===== src/rtl/buzzer_melody_player_pkg.sv =====
// Shared definitions for the buzzer melody player: FSM states and the
// layout of one melody ROM entry.
package buzzer_melody_player_pkg;

    typedef enum logic [2:0] {
        ST_IDLE  = 3'd0,
        ST_FETCH = 3'd1,
        ST_LOAD  = 3'd2,
        ST_PLAY  = 3'd3,
        ST_GAP   = 3'd4,
        ST_NEXT  = 3'd5,
        ST_DONE  = 3'd6
    } state_t;

    localparam int HP_MSB  = 31;
    localparam int HP_LSB  = 16;
    localparam int DUR_MSB = 15;
    localparam int DUR_LSB = 0;

    // A zero duration marks the end of the melody.
    localparam logic [15:0] END_DUR = 16'd0;

    function automatic logic [15:0] entry_hp(input logic [31:0] entry);
        return entry[HP_MSB:HP_LSB];
    endfunction

    function automatic logic [15:0] entry_dur(input logic [31:0] entry);
        return entry[DUR_MSB:DUR_LSB];
    endfunction

endpackage


===== src/rtl/buzzer_melody_player_tone_gen.sv =====
// Square-wave generator: half-period counter with output toggle.
// Disabled means counter cleared and output forced low.
module buzzer_tone_gen (
    input  logic        clk,
    input  logic        resetn,
    input  logic        en,
    input  logic [15:0] half_period,
    output logic        buzzer
);

    logic [15:0] cnt_q, cnt_d;
    logic        tog_q, tog_d;

    // Next counter / toggle value; a zero half-period is a rest and never toggles.
    always_comb begin
        cnt_d = '0;
        tog_d = 1'b0;
        if (en) begin
            if (cnt_q >= half_period) begin
                cnt_d = '0;
                tog_d = (half_period != 16'd0) ? ~tog_q : 1'b0;
            end else begin
                cnt_d = cnt_q + 16'd1;
                tog_d = tog_q;
            end
        end
    end

    // Counter and toggle registers.
    always_ff @(posedge clk) begin
        if (!resetn) begin
            cnt_q <= '0;
            tog_q <= 1'b0;
        end else begin
            cnt_q <= cnt_d;
            tog_q <= tog_d;
        end
    end

    // Gate with en so the pin drops in the very first cycle after a note ends.
    assign buzzer = tog_q & en;

endmodule


===== src/rtl/buzzer_melody_player.sv =====
// Melody sequencer: walks a synchronous note ROM, plays each note as a
// square wave for its duration, then a silent gap.
// Optional build macro MELODY_LOOP_EN: restart from address 0 after the
// melody end instead of going idle (an end marker at address 0 still idles).
//
// state | meaning
// IDLE  | waiting for start
// FETCH | ROM address presented, data arrives next cycle
// LOAD  | entry decoded: end marker or latch note
// PLAY  | tone output for dur ticks
// GAP   | silence for GAP_TICKS ticks
// NEXT  | advance address or finish at last address
// DONE  | one-cycle done pulse
module buzzer_melody_player
    import buzzer_melody_player_pkg::*;
#(
    parameter int ADDR_W    = 8,
    parameter int TICK_DIV  = 100000,
    parameter int GAP_TICKS = 10
) (
    input  logic              clk,
    input  logic              resetn,
    input  logic              start,
    input  logic              stop,
    output logic [ADDR_W-1:0] rom_addr,
    input  logic [31:0]       rom_data,
    output logic              busy,
    output logic              done,
    output logic              buzzer
);

    localparam int                 PRESC_W    = (TICK_DIV > 1) ? $clog2(TICK_DIV) : 1;
    localparam logic [PRESC_W-1:0] PRESC_LAST = PRESC_W'(TICK_DIV - 1);
    localparam logic [15:0]        GAP_LOAD   = 16'(GAP_TICKS);
    localparam bit                 HAS_GAP    = (GAP_TICKS > 0);
    localparam logic [ADDR_W-1:0]  ADDR_LAST  = '1;

    state_t              state_q, state_d;
    logic [ADDR_W-1:0]   addr_q, addr_d;
    logic [15:0]         hp_q, hp_d;
    logic [15:0]         rem_q, rem_d;
    logic [PRESC_W-1:0]  presc_q, presc_d;

    // Next-state, address, note latch and tick/duration counting; stop overrides all.
    always_comb begin
        state_d = state_q;
        addr_d  = addr_q;
        hp_d    = hp_q;
        rem_d   = rem_q;
        presc_d = presc_q;
        unique case (state_q)
            ST_IDLE: begin
                if (start) begin
                    state_d = ST_FETCH;
                    addr_d  = '0;
                end
            end
            ST_FETCH: state_d = ST_LOAD;
            ST_LOAD: begin
                if (entry_dur(rom_data) == END_DUR) begin
                    state_d = ST_DONE;
                end else begin
                    hp_d    = entry_hp(rom_data);
                    rem_d   = entry_dur(rom_data);
                    presc_d = '0;
                    state_d = ST_PLAY;
                end
            end
            ST_PLAY, ST_GAP: begin
                if (presc_q == PRESC_LAST) begin
                    presc_d = '0;
                    rem_d   = rem_q - 16'd1;
                    if (rem_q == 16'd1) begin
                        if (state_q == ST_PLAY && HAS_GAP) begin
                            state_d = ST_GAP;
                            rem_d   = GAP_LOAD;
                        end else begin
                            state_d = ST_NEXT;
                        end
                    end
                end else begin
                    presc_d = presc_q + 1'b1;
                end
            end
            ST_NEXT: begin
                if (addr_q == ADDR_LAST) begin
                    state_d = ST_DONE;
                end else begin
                    addr_d  = addr_q + 1'b1;
                    state_d = ST_FETCH;
                end
            end
            ST_DONE: begin
                addr_d = '0;
`ifdef MELODY_LOOP_EN
                // Done at address 0 means the melody is empty: do not spin.
                state_d = (addr_q != '0) ? ST_FETCH : ST_IDLE;
`else
                state_d = ST_IDLE;
`endif
            end
            default: state_d = ST_IDLE;
        endcase
        if (stop) begin
            state_d = ST_IDLE;
            addr_d  = '0;
            rem_d   = '0;
            presc_d = '0;
        end
    end

    // State and counter registers.
    always_ff @(posedge clk) begin
        if (!resetn) begin
            state_q <= ST_IDLE;
            addr_q  <= '0;
            hp_q    <= '0;
            rem_q   <= '0;
            presc_q <= '0;
        end else begin
            state_q <= state_d;
            addr_q  <= addr_d;
            hp_q    <= hp_d;
            rem_q   <= rem_d;
            presc_q <= presc_d;
        end
    end

    buzzer_tone_gen u_tone (
        .clk         (clk),
        .resetn      (resetn),
        .en          (state_q == ST_PLAY),
        .half_period (hp_q),
        .buzzer      (buzzer)
    );

    assign rom_addr = addr_q;
    assign busy     = (state_q != ST_IDLE);
    assign done     = (state_q == ST_DONE);

endmodule


===== config.mk =====
export PLATFORM = sky130hd
export DESIGN_NAME = buzzer_melody_player
export DESIGN_NICKNAME = d
export VERILOG_FILES = /design/src/rtl/buzzer_melody_player_pkg.sv /design/src/rtl/buzzer_melody_player_tone_gen.sv /design/src/rtl/buzzer_melody_player.sv
export SDC_FILE = /design/constraint.sdc
export NUM_CORES = 1
export LEC_CHECK = 0
export CORE_UTILIZATION = 36
export DETAILED_ROUTE_END_ITERATION = 8
export HOLD_SLACK_MARGIN = 0.03
export PLACE_DENSITY = 0.59
export SLEW_MARGIN = 15
export SYNTH_ARGS = -nofsm -noshare
export SYNTH_HDL_FRONTEND = slang
export SYNTH_SLANG_ARGS = --single-unit

===== constraint.sdc =====
create_clock -name clk -period 3.1 [get_ports clk]
set_input_delay 0.465 -clock clk [delete_from_list [all_inputs] [get_ports clk]]
set_output_delay 0.465 -clock clk [all_outputs]
set_load 0.02 [all_outputs]

# == Word level (Yosys, flattened, before mapping) ==
# Cells that the tools add are included.
# word_totals
output_inout_bits,11
regBits,77
# op_classes
reduce_logical,15
mux,19
n_eq_ne,14
order_cmp,1
n_bitwise,5
add_sub_neg,4
# op_table
operator,count
two-way mux 16 bit,4
two-way mux 17 bit,2
one-hot mux 17 bit (2 select lines),1
one-hot mux 16 bit (2 select lines),1
one-hot mux 8 bit (3 select lines),1
adder 17 x 1 -> 17 bit (second input constant),1
equality test 17 bit (second input constant),1
adder 16 x 1 -> 16 bit (second input constant),1
equality test 16 x 1 -> 1 bit (second input constant),1
>= comparator 16 bit,1
logical NOT 16 bit,1
two-way mux 8 bit,2
nonzero test 16 bit,1
subtractor 16 x 1 -> 16 bit (second input constant),1
two-way mux 3 bit,5
one-hot mux 3 bit (5 select lines),1
!= test 2 bit (second input constant),5
equality test 3 bit (second input constant),3
AND reduction 3 bit,3
adder 8 x 1 -> 8 bit (second input constant),1
equality test 8 bit (second input constant),1
equality test 3 x 2 -> 1 bit (second input constant),2
AND reduction 2 bit,3
nonzero test 3 bit,2
other kinds (8),13

# == Logic depth before layout (Yosys ltp) ==
# Gate-level depths: netlist (run 1).
# logic_depth
ltp_word,5
ltp_mapped,10
ltp_nobuf,8

# == Cells and area by module ==
# Synthesis (run 1) repeated with hierarchy kept, for this count alone.
# hier_totals
hier_cells,523
hier_area_um2,4367.9
# modules_own_cells
module,n_inst,cells_each,area_each_um2
buzzer_melody_player,1,384,3236.9
buzzer_tone_gen,1,139,1131.1

# == Worst setup path before layout (run 1) ==
# OpenSTA, ideal clock, no wires.
# synth_timing
path_type,register to register
start,register presc_q[6]
end,register state_q[0]
slack_ns,0.806
t_arrival_ns,2.190
period_less_slack_ns,2.294
stages_incl_launch_ff,8
path_buffers,1
cell_sequence,dfxtp_1 -> buf_6 -> or4b_1 -> or3_1 -> or4_4 -> a21oi_2 -> nor2_1 -> a2111oi_2
# synth_via
elab_chain_cells,3
# synth_rtl
item,line,source
start: declaration,buzzer_melody_player.sv:42,"logic [PRESC_W-1:0] presc_q, presc_d;"
start signal: assignment,buzzer_melody_player.sv:125,presc_q <= presc_d;
equality test 17 bit,buzzer_melody_player.sv:70,if (presc_q == PRESC_LAST) begin
!= test 2 bit (no source line),-,
AND reduction 3 bit (no source line),-,
end signal: assignment,buzzer_melody_player.sv:121,state_q <= state_d;
end: declaration,buzzer_melody_player.sv:38,"state_t state_q, state_d;"
# No other way between the ends.
# A chain may end at the register's enable or synchronous reset.

# == Worst setup path in the final report (run 1) ==
# layout_timing
start,register state_q[0]
end,output port buzzer
# layout_via
elab_chain_cells,2
# layout_rtl
item,line,source
equality test 3 x 2 -> 1 bit,buzzer_melody_player.sv:132,".en (state_q == ST_PLAY),"
AND 1 bit,buzzer_melody_player_tone_gen.sv:41,assign buzzer = tog_q & en;
end: declaration,buzzer_melody_player.sv:29,output logic buzzer
# No other way between the ends.

==> out/results.tsv, run 1 <==
metric	value	unit
worstPathCellList	and3b_1 -> buf_4 -> and2_1 -> clkdlybuf4s50_1	
die_height	111.2	microns
synth.most_common_cell	dfxtp_1	
drc	6	
num_vias	4060	
gr-total-overflow	0	
ant_nets	0	
cp-end-kind	output port	
ys_top_cells_by_count	dfxtp_1 (77), nand2_1 (69), nor2_1 (66)	
areaGrowthSynthToFinish	22.69	%
post-dp-hpwl	8.315	mm
yosys_register_bits	77	
reg2reg_depth	8	
via_per_inst	5.421	
grt_max_degree	24	
crit_fanout	11	
regToRegStartpoint	rem_q[0]	
met3WireLength	466	microns
pwr_density_cell	425.0	nW/um^2
synthesis.nets	605	
combPwrFrac	7.5	%
syn_inst	548	
r2r_setup_slack	0.54	ns
cts_buffer_depth	2	
globalplace.congestion	0.8634	
async_flop_share	0	%
cts.sinks	77	
rr_endpoint	rem_q[12]	
clk_pin_slew	0.07	ns
finalCriticalPeriod	2.562	ns
drive_gt1_share	6.766	%
numPortBuffers	46	
grt_pass1_vias	3952	
setup_viol	0	
maxCapViolCount	0	
top_layer_used	met4	
clkPwrFrac	47.6	%
total_power	2.237	mW
min_from	hp_q[12]	
dr.pass1.iters	6	
synth_area_leaders	dfxtp_1 (36%), ha_1 (6.1%), nand2_1 (6.0%), nor2_1 (5.8%), o21ai_0 (3.7%)	
n_antenna_cell	0	
cts_tree	done	
synth_area_leader_cell	dfxtp_1	
swShare	23.53	%
synth_flop_cell	dfxtp_1	
wirelength	11.21	mm
start_kind	flip-flop	
dp.cells	733	
vdd_drop_max	0.2872	mV
wl_per_cell	14.96	microns
required	2.63	ns
fin_tns_setup	0	ns
ios	47	
clk_latency	0.34	ns
ctsHoldBuffers	0	
finalMaxSlewViolations	0	
slowest_delay	0.60	ns
crit_type	reg2out	
dr_wl_met2	5.441	mm
syn_area	4290	sq um
ys.warnings.count	0	
finalNonFillerCells	749	
status	finished, violations left	
violations	design-rule violations	
rows	39	
grtUsageTotal	19.38	%
initial_core_util	37.26	%
die_area	12360	sq um
antenna_found_initial	0	
tightest_slew	0.6054	ns
min_to	hp_q[12]	
cp.arrival	2.10	ns
skew	0.009018	ns
slew-limit-headroom	59.21	%
crit_slowest_cell	clkdlybuf4s50_1	
dieWidth	111.2	microns
final_nets	658	
root_buffer	clkbuf_16	
grt_pass1_wl	19.27	mm
post-route-util	45.71	%
leakage	1.833	nW
finalHoldViolations	0	
max_freq	390.3	MHz
cts_buffers	9	
synth.top_cell.area_share	35.93	%
internal_power	1.711	mW
synth-edff-count	0	
fp.coreArea	11520	sq um
synth.distinct_cells	58	
cts.htree.levels	3	
syn_area_per_cell	7.829	sq um
post_cts_resized	0	
seqPwrFrac	44.9	%
rsz0062_at_grt	false	
p_switching	0.5264	mW
dr.first_iter.drc_count	259	
cts_setup_buffers	0	
min_delay_path_depth	2	
post-route-period-util	82.66	%
met1_length	5.140	mm
yosysSeqAreaShare	35.93	%
hold_path_class	reg2reg	
## flip-flops by register name, summed over array words and instances, names as in the netlist
name / cells
hp_q: 16
presc_q: 17
rem_q: 16
rom_addr: 8
state_q: 3
u_tone.cnt_q: 16
u_tone.tog_q: 1
## layout make-up
cell class,instances,area [sq um]
Fill cell,1198,6252
Multi-Input combinational cell,427,2567
Sequential cell,77,1541
Timing Repair Buffer,63,588.1
Clock buffer,10,229.0
Tap cell,143,178.9
Inverter,23,86.33
Clock inverter,6,72.57
## routing by layer
| layer | up-vias | GRT usage [%] |
|---|---|---|
| li1 | 2070 | - |
| met5 | - | 0 |
| met3 | 12 | 5.085 |
| met1 | 1906 | 23.91 |
| met2 | 72 | 32.21 |
| met4 | 0 | 7.387 |
## cell usage in the layout (no fill, tap or decap), types with 4 or more instances in the layout
master           count
a21boi_0            16
nand2b_1             5
dfxtp_1             77
clkdlybuf4s50_1     46
clkbuf_16            9
inv_1               23
a31oi_1              8
nand3_1             26
xnor2_1             17
a211oi_1             5
o31ai_1              4
nand3b_1             4
and3_1               8
buf_4               17
a32o_1               4
a21o_1               5
nand4_1             14
nor4_1              14
nor3_1              15
nand2_1             69
a21oi_1             29
xor2_1              11
nor2_1              66
o21ai_0             32
or3_1               12
ha_1                21
## through the flow
| step | worst slack [ns] | instance area [sq um] | hold WS, ns |
|---|---|---|---|
| CTS | 0.5180 | 5264 | 0.4891 |
| global placement | 0.4616 | 4962 | 0.4731 |
| floorplan | 0.8062 | 4290 | 0.4562 |
| finish | 0.5375 | 5264 | 0.4866 |
| global route | 0.4011 | 5264 | 0.5120 |
| detailed placement | 0.4144 | 4962 | 0.4798 |
## worst max path at each step
stage | cells after the start | slack [ns] | startpoint | endpoint
3_3_place_gp | 8 | 0.46 | rom_data[14] | presc_q[8]
3_5_place_dp | 8 | 0.41 | rom_data[8] | presc_q[3]
4_1_cts | 4 | 0.52 | state_q[0] | buzzer
5_1_grt | 8 | 0.40 | rem_q[0] | rem_q[12]
2_1_floorplan | 7 | 0.81 | presc_q[6] | state_q[0]
6_report | 4 | 0.54 | state_q[0] | buzzer
## power by group through the flow
stage	Sequential [mW]	Combinational (mW)	Clock (mW)
floorplan	1.02	0.0856	0
global placement	1.03	0.165	0
detailed placement	1.03	0.167	0
CTS	1.00	0.168	1.09
global route	1.00	0.186	1.13
finish	1.00	0.168	1.07
## kinds of logic (layout without fill, tap and decap cells)
kind of cell	after synthesis	count (layout)	synth area share, %
buffers and inverters	44	102	4.228
adder cells (fa/ha/maj)	21	21	6.124
AND/OR/NAND/NOR	258	258	29.98
multiplexers	1	1	0.2333
flip-flops	77	77	35.93
AO/OA/AOI/OAI	119	119	17.79
XOR/XNOR	28	28	5.716
## critical path: cells and delay by family (launching register included)
kind                   cells  cell delay (ns)
buffers and inverters      2             0.78
flip-flops                 1             0.51
AND/OR/NAND/NOR            2             0.46
Note: power is estimated with default switching activity, not from simulation.
==> run 2, diff against run 1 <==
Clock period 3.1 ns to 2.4 ns, I/O delays scaled along.
==> run 2 against run 1 <==
  * Total power grew 40%
  * Critical endpoint is now rem_q[10]
  * Design area grew 5.3%
  * Combinational power increased by 37%
  * The run still ends with design-rule violations left
==> out/results.tsv, run 2 (synthesized netlist as in run 1, its figures left out) <==
metric	value	unit	change
finalHoldViolations	0		unchanged
clk_latency	0.35	ns	was 0.34 ns
clk_pin_slew	0.06	ns	was 0.07 ns
hold_path_class	reg2reg		unchanged
numPortBuffers	46		unchanged
die_height	111.2	microns	unchanged
final_area	5543	sq um	was 5264 sq um
dr.first_iter.drc_count	234		was 259
crit_type	reg2reg		was reg2out
final_nets	683		was 658
ctsHoldBuffers	0		unchanged
antenna_found_initial	0		unchanged
fin_tns_setup	0	ns	unchanged
max_freq	433.2	MHz	
ant_nets	0		unchanged
finalCriticalPeriod	2.309	ns	
fin_ws	0.09139	ns	was 0.5375 ns
crit_fanout	4		was 11
grt_max_degree	24		unchanged
dieWidth	111.2	microns	unchanged
final_common_cell	dfxtp_1		unchanged
initial_core_util	37.26	%	unchanged
multi_input_area	2611	sq um	was 2567 sq um
grtUsageTotal	20.32	%	was 19.38%
wl_per_cell	14.97	microns	was 14.96 microns
tightest_slew	0.5187	ns	was 0.6054 ns
via_per_inst	5.336		was 5.421
rows	39		unchanged
cts.sinks	77		unchanged
final_cell_mix	dfxtp_1 (75), nand2_1 (68), nor2_1 (65), clkdlybuf4s50_1 (46), buf_4 (42)		was dfxtp_1 (77), nand2_1 (69), nor2_1 (66), clkdlybuf4s50_1 (46), o21ai_0 (32)
maxCapViolCount	0		unchanged
start_kind	flip-flop		unchanged
cp.arrival	2.58	ns	was 2.10 ns
rsz0062_at_grt	true		was false
top_register	presc_q		unchanged
finalNonFillerCells	774		was 749
skew	0.005222	ns	was 0.009018 ns
cp-end-kind	flip-flop		was output port
num_vias	4130		was 4060
slew-limit-headroom	65.06	%	was 59.21%
fp.coreArea	11520	sq um	unchanged
gr-total-overflow	0		unchanged
wirelength	11.58	mm	was 11.21 mm
total_power	3.130	mW	was 2.237 mW
cts.htree.levels	3		unchanged
required	2.67	ns	was 2.63 ns
vdd_drop_max	0.4014	mV	was 0.2872 mV
violations	design-rule violations		unchanged
dp.cells	758		was 733
cts_setup_buffers	0		unchanged
setup_viol	0		unchanged
globalplace.congestion	0.8734		was 0.8634
areaGrowthSynthToFinish	29.19	%	was 22.69%
largest_reg_flops	17		unchanged
pwr_density_cell	564.6	nW/um^2	was 425.0 nW/um^2
cts_buffers	9		unchanged
cts_buffer_depth	2		unchanged
post-dp-hpwl	8.572	mm	was 8.315 mm
fillers	1149		was 1198
die_area	12360	sq um	unchanged
seq_area	1544	sq um	was 1541 sq um
ios	47		unchanged
root_buffer	clkbuf_16		unchanged
place_area	5150	sq um	was 4962 sq um
post-route-period-util	96.19	%	
dr.pass1.iters	7		was 6
finalMaxSlewViolations	0		unchanged
grt_pass1_vias	4149		was 3952
cts_tree	done		unchanged
pre_cts_slack	-0.01400	ns	was 0.4144 ns
grt_pass1_wl	20.14	mm	was 19.27 mm
n_antenna_cell	0		unchanged
status	finished, violations left		unchanged
drive_gt1_share	12.20	%	was 6.766%
leakage	2.000	nW	was 1.833 nW
drc	5		was 6
-- run 2: changes by cell type in the layout (fill, tap and decap cells not counted), sizes merged --
| cell | before | now |
|---|---|---|
| clkbuf | 10 | 9 |
| clkinvlp | 1 | 0 |
| bufinv | 1 | 3 |
| buf | 17 | 42 |
-- run 2: power breakdown --
group / switching [mW] / internal (mW)
combinational: 0.112 / 0.117
clock: 0.581 / 1.02
sequential: 0.0105 / 1.29
-- run 2: path summary, 6_finish.rpt --
path,startpoint,to,slack [ns],cells past startpoint
min reg2reg,hp_q[15],hp_q[15],0.49,2
max,rem_q[1],rem_q[10],0.09,8
min,hp_q[15],hp_q[15],0.49,2
max reg2reg,rem_q[1],rem_q[10],0.09,8
-- run 2: timing repair --
action,4_1_cts,5_1_grt
gates cloned,0,0
endpoints found under the setup margin,1,9
pin swaps,0,1
gates resized for setup,1,12
-- run 2: cell type report --
type	instances	area share, %
clock inverter	7	2.190
clock buffer	9	4.063
tap	143	3.228
timing repair buffer	88	14.00
inverter	23	1.558
multi-input combinational	427	47.11
sequential	77	27.86
-- run 2: worst max-delay path: stages, from the launching register on --
cell     delay (ns)
dfxtp_1        0.33
inv_1          0.10
ha_2           0.19
or3b_2         0.47
or3_4          0.38
nor2_2         0.13
o21ai_1        0.12
or3_1          0.33
a31oi_1        0.18
-- run 2: layer usage --
metal,up-vias,part of all wire [%],GRT usage (%)
met5,-,0,0
met4,0,1.5,6.486
met3,15,3.7,5.358
met2,68,49,34.46
met1,1935,46,24.93
li1,2112,-,-
-- run 2: stage by stage --
| step | util, % | hold WS (ns) |
|---|---|---|
| global route | 48.13 | 0.5168 |
| detailed placement | 44.72 | 0.4794 |
| finish | 48.13 | 0.4856 |
| CTS | 47.75 | 0.4885 |
| global placement | 44.72 | 0.4731 |
| floorplan | - | 0.4562 |
==> run 3, diff against run 2 <==
Settings changed: REMOVE_ABC_BUFFERS set to 1.
==> run 3 against run 2 <==
  * The flow still finishes with violations (design-rule violations)
  * Clock skew is 0.0032 ns higher
  * Total power is 6.0% lower
  * Worst setup slack better by 0.021 ns
  * Sequential cell count stayed put
  * Die area stayed put
==> out/results.tsv, run 3 (synthesized netlist as in run 1, its figures left out) <==
metric	value	unit	change
status	finished, violations left		unchanged
violations	design-rule violations		unchanged
rsz0062_at_grt	false		was true
wl_per_cell	15.02	microns	was 14.97 microns
initial_core_util	37.26	%	unchanged
areaGrowthSynthToFinish	29.19	%	unchanged
root_buffer	clkbuf_16		unchanged
ant_nets	0		unchanged
drc	4		was 5
total_power	2.941	mW	was 3.130 mW
dr.pass1.iters	6		was 7
clk_latency	0.34	ns	was 0.35 ns
via_per_inst	5.496		was 5.336
grtUsageTotal	19.99	%	was 20.32%
skew	0.008409	ns	was 0.005222 ns
antenna_found_initial	0		unchanged
reg2reg_depth	5		was 8
top_register	presc_q		unchanged
rows	39		unchanged
post-route-period-util	95.33	%	was 96.19%
finalMaxSlewViolations	0		unchanged
regToRegStartpoint	presc_q[11]		was rem_q[1]
slowest_delay	0.56	ns	was 0.47 ns
hold_path_class	reg2reg		unchanged
cts.htree.levels	3		unchanged
slew-limit-headroom	56.78	%	was 65.06%
cts_buffers	9		unchanged
cts.sinks	77		unchanged
clk_pin_slew	0.06	ns	about the same
dieWidth	111.2	microns	unchanged
r2r_setup_slack	0.11	ns	was 0.09 ns
max_freq	437.1	MHz	was 433.2 MHz
num_vias	4265		was 4130
final_common_cell	dfxtp_1		unchanged
finalCriticalPeriod	2.288	ns	was 2.309 ns
tightest_slew	0.6415	ns	was 0.5187 ns
post-dp-hpwl	8.587	mm	was 8.572 mm
grt_pass1_wl	19.95	mm	was 20.14 mm
cts_buffer_depth	2		unchanged
fillers	1145		was 1149
ios	47		unchanged
rr_endpoint	state_q[0]		was rem_q[10]
critPathCapture	state_q[0]		was rem_q[10]
fin_tns_setup	0	ns	unchanged
leakage	2.006	nW	was 2.000 nW
final_nets	685		was 683
maxCapViolCount	0		unchanged
cp-end-kind	flip-flop		unchanged
crit_fanout	3		was 4
final_cell_mix	dfxtp_1 (77), nand2_1 (67), nor2_1 (65), clkdlybuf4s50_1 (46), buf_4 (43)		was dfxtp_1 (75), nand2_1 (68), nor2_1 (65), clkdlybuf4s50_1 (46), buf_4 (42)
finalHoldViolations	0		unchanged
n_antenna_cell	0		unchanged
cp.arrival	2.50	ns	was 2.58 ns
largest_reg_flops	17		unchanged
fp.coreArea	11520	sq um	unchanged
worstPathCellList	or4b_4 -> or3_4 -> or4_4 -> a211oi_1 -> a2111oi_2		was inv_1 -> ha_2 -> or3b_2 -> or3_4 -> nor2_2 -> o21ai_1 -> or3_1 -> a31oi_1
wirelength	11.66	mm	was 11.58 mm
grt_pass1_vias	4207		was 4149
globalplace.congestion	0.8797		was 0.8734
dr.first_iter.drc_count	241		was 234
fin_ws	0.1121	ns	was 0.09139 ns
die_height	111.2	microns	unchanged
required	2.61	ns	was 2.67 ns
drive_gt1_share	12.64	%	was 12.20%
crit_slowest_cell	or4_4		was or3b_2
setup_viol	0		unchanged
crit_type	reg2reg		unchanged
grt_max_degree	24		unchanged
pre_cts_slack	-0.1153	ns	was -0.01400 ns
vdd_drop_max	0.2372	mV	was 0.4014 mV
numPortBuffers	46		unchanged
start_kind	flip-flop		unchanged
pwr_density_cell	530.6	nW/um^2	was 564.6 nW/um^2
die_area	12360	sq um	unchanged
cts_tree	done		unchanged
gr-total-overflow	0		unchanged
critPathLaunch	presc_q[11]		was rem_q[1]
==> run 3: cell types whose count changed in the layout (fill, tap and decap cells not counted), moves of 2 or more <==
| cell | previous run | this run |
|---|---|---|
| clkbuf_8 | 0 | 3 |
| dfxtp_1 | 75 | 77 |
| dfxtp_2 | 2 | 0 |
| clkinv_2 | 1 | 3 |
| clkinv_4 | 2 | 0 |
| bufinv_16 | 3 | 1 |
==> run 3: final cells by class <==
type / count / area, sq um / share of cell area (%)
Inverter: 23 / 86.33 / 1.558
Timing Repair Buffer: 90 / 803.3 / 14.49
Clock buffer: 12 / 266.5 / 4.808
Clock inverter: 4 / 45.04 / 0.8126
Sequential cell: 77 / 1541 / 27.81
Multi-Input combinational cell: 427 / 2621 / 47.29
Tap cell: 143 / 178.9 / 3.228
==> run 3: worst min-delay path by stage <==
| stage | slack [ns] | to | start | cells past startpoint |
|---|---|---|---|---|
| final | 0.48 | hp_q[5] | hp_q[5] | 2 |
| after global routing | 0.51 | hp_q[0] | hp_q[0] | 2 |
| after CTS | 0.48 | hp_q[5] | hp_q[5] | 2 |
| after detailed placement | 0.48 | hp_q[5] | hp_q[5] | 2 |
| after global placement | 0.47 | hp_q[13] | hp_q[13] | 2 |
| after floorplan | 0.46 | hp_q[14] | hp_q[14] | 2 |
==> run 3: repair_timing <==
action | 4_1_cts | 5_1_grt
setup endpoints to repair | 0 | 21
hold endpoints to repair | 0 | 0
resized for setup | 0 | 16
setup buffers | 0 | 1
hold buffers | 0 | 0
==> run 3: per-layer routing <==
| layer | wire [microns] | GRT usage [%] | vias up |
|---|---|---|---|
| li1 | - | - | 2127 |
| met1 | 5513 | 25.35 | 2004 |
| met2 | 5390 | 33.33 | 109 |
| met3 | 456 | 2.952 | 25 |
| met4 | 299 | 9.279 | 0 |
| met5 | 0 | 0 | - |
==> run 3: critical path, delay by kind of cell (launching register included) <==
kind / cells / cell delay, ns
AND/OR/NAND/NOR: 3 / 1.45
AO/OA/AOI/OAI: 2 / 0.40
flip-flops: 1 / 0.31
==> run 3: stage by stage <==
step,hold slack [ns],cell area (sq um),util (%),cells
finish,0.4847,5543,48.13,776
CTS,0.4846,5482,47.60,775
detailed placement,0.4759,5170,44.89,759
global route,0.5050,5543,48.13,776
floorplan,0.4562,4195,-,527
global placement,0.4746,5170,44.89,759
==> run 3: power breakdown <==
group,switching (mW),total (mW),internal [mW]
logic,0.114,0.234,0.120
registers,0.00840,1.30,1.29
clock network,0.527,1.41,0.885
total,0.650,2.94,2.29
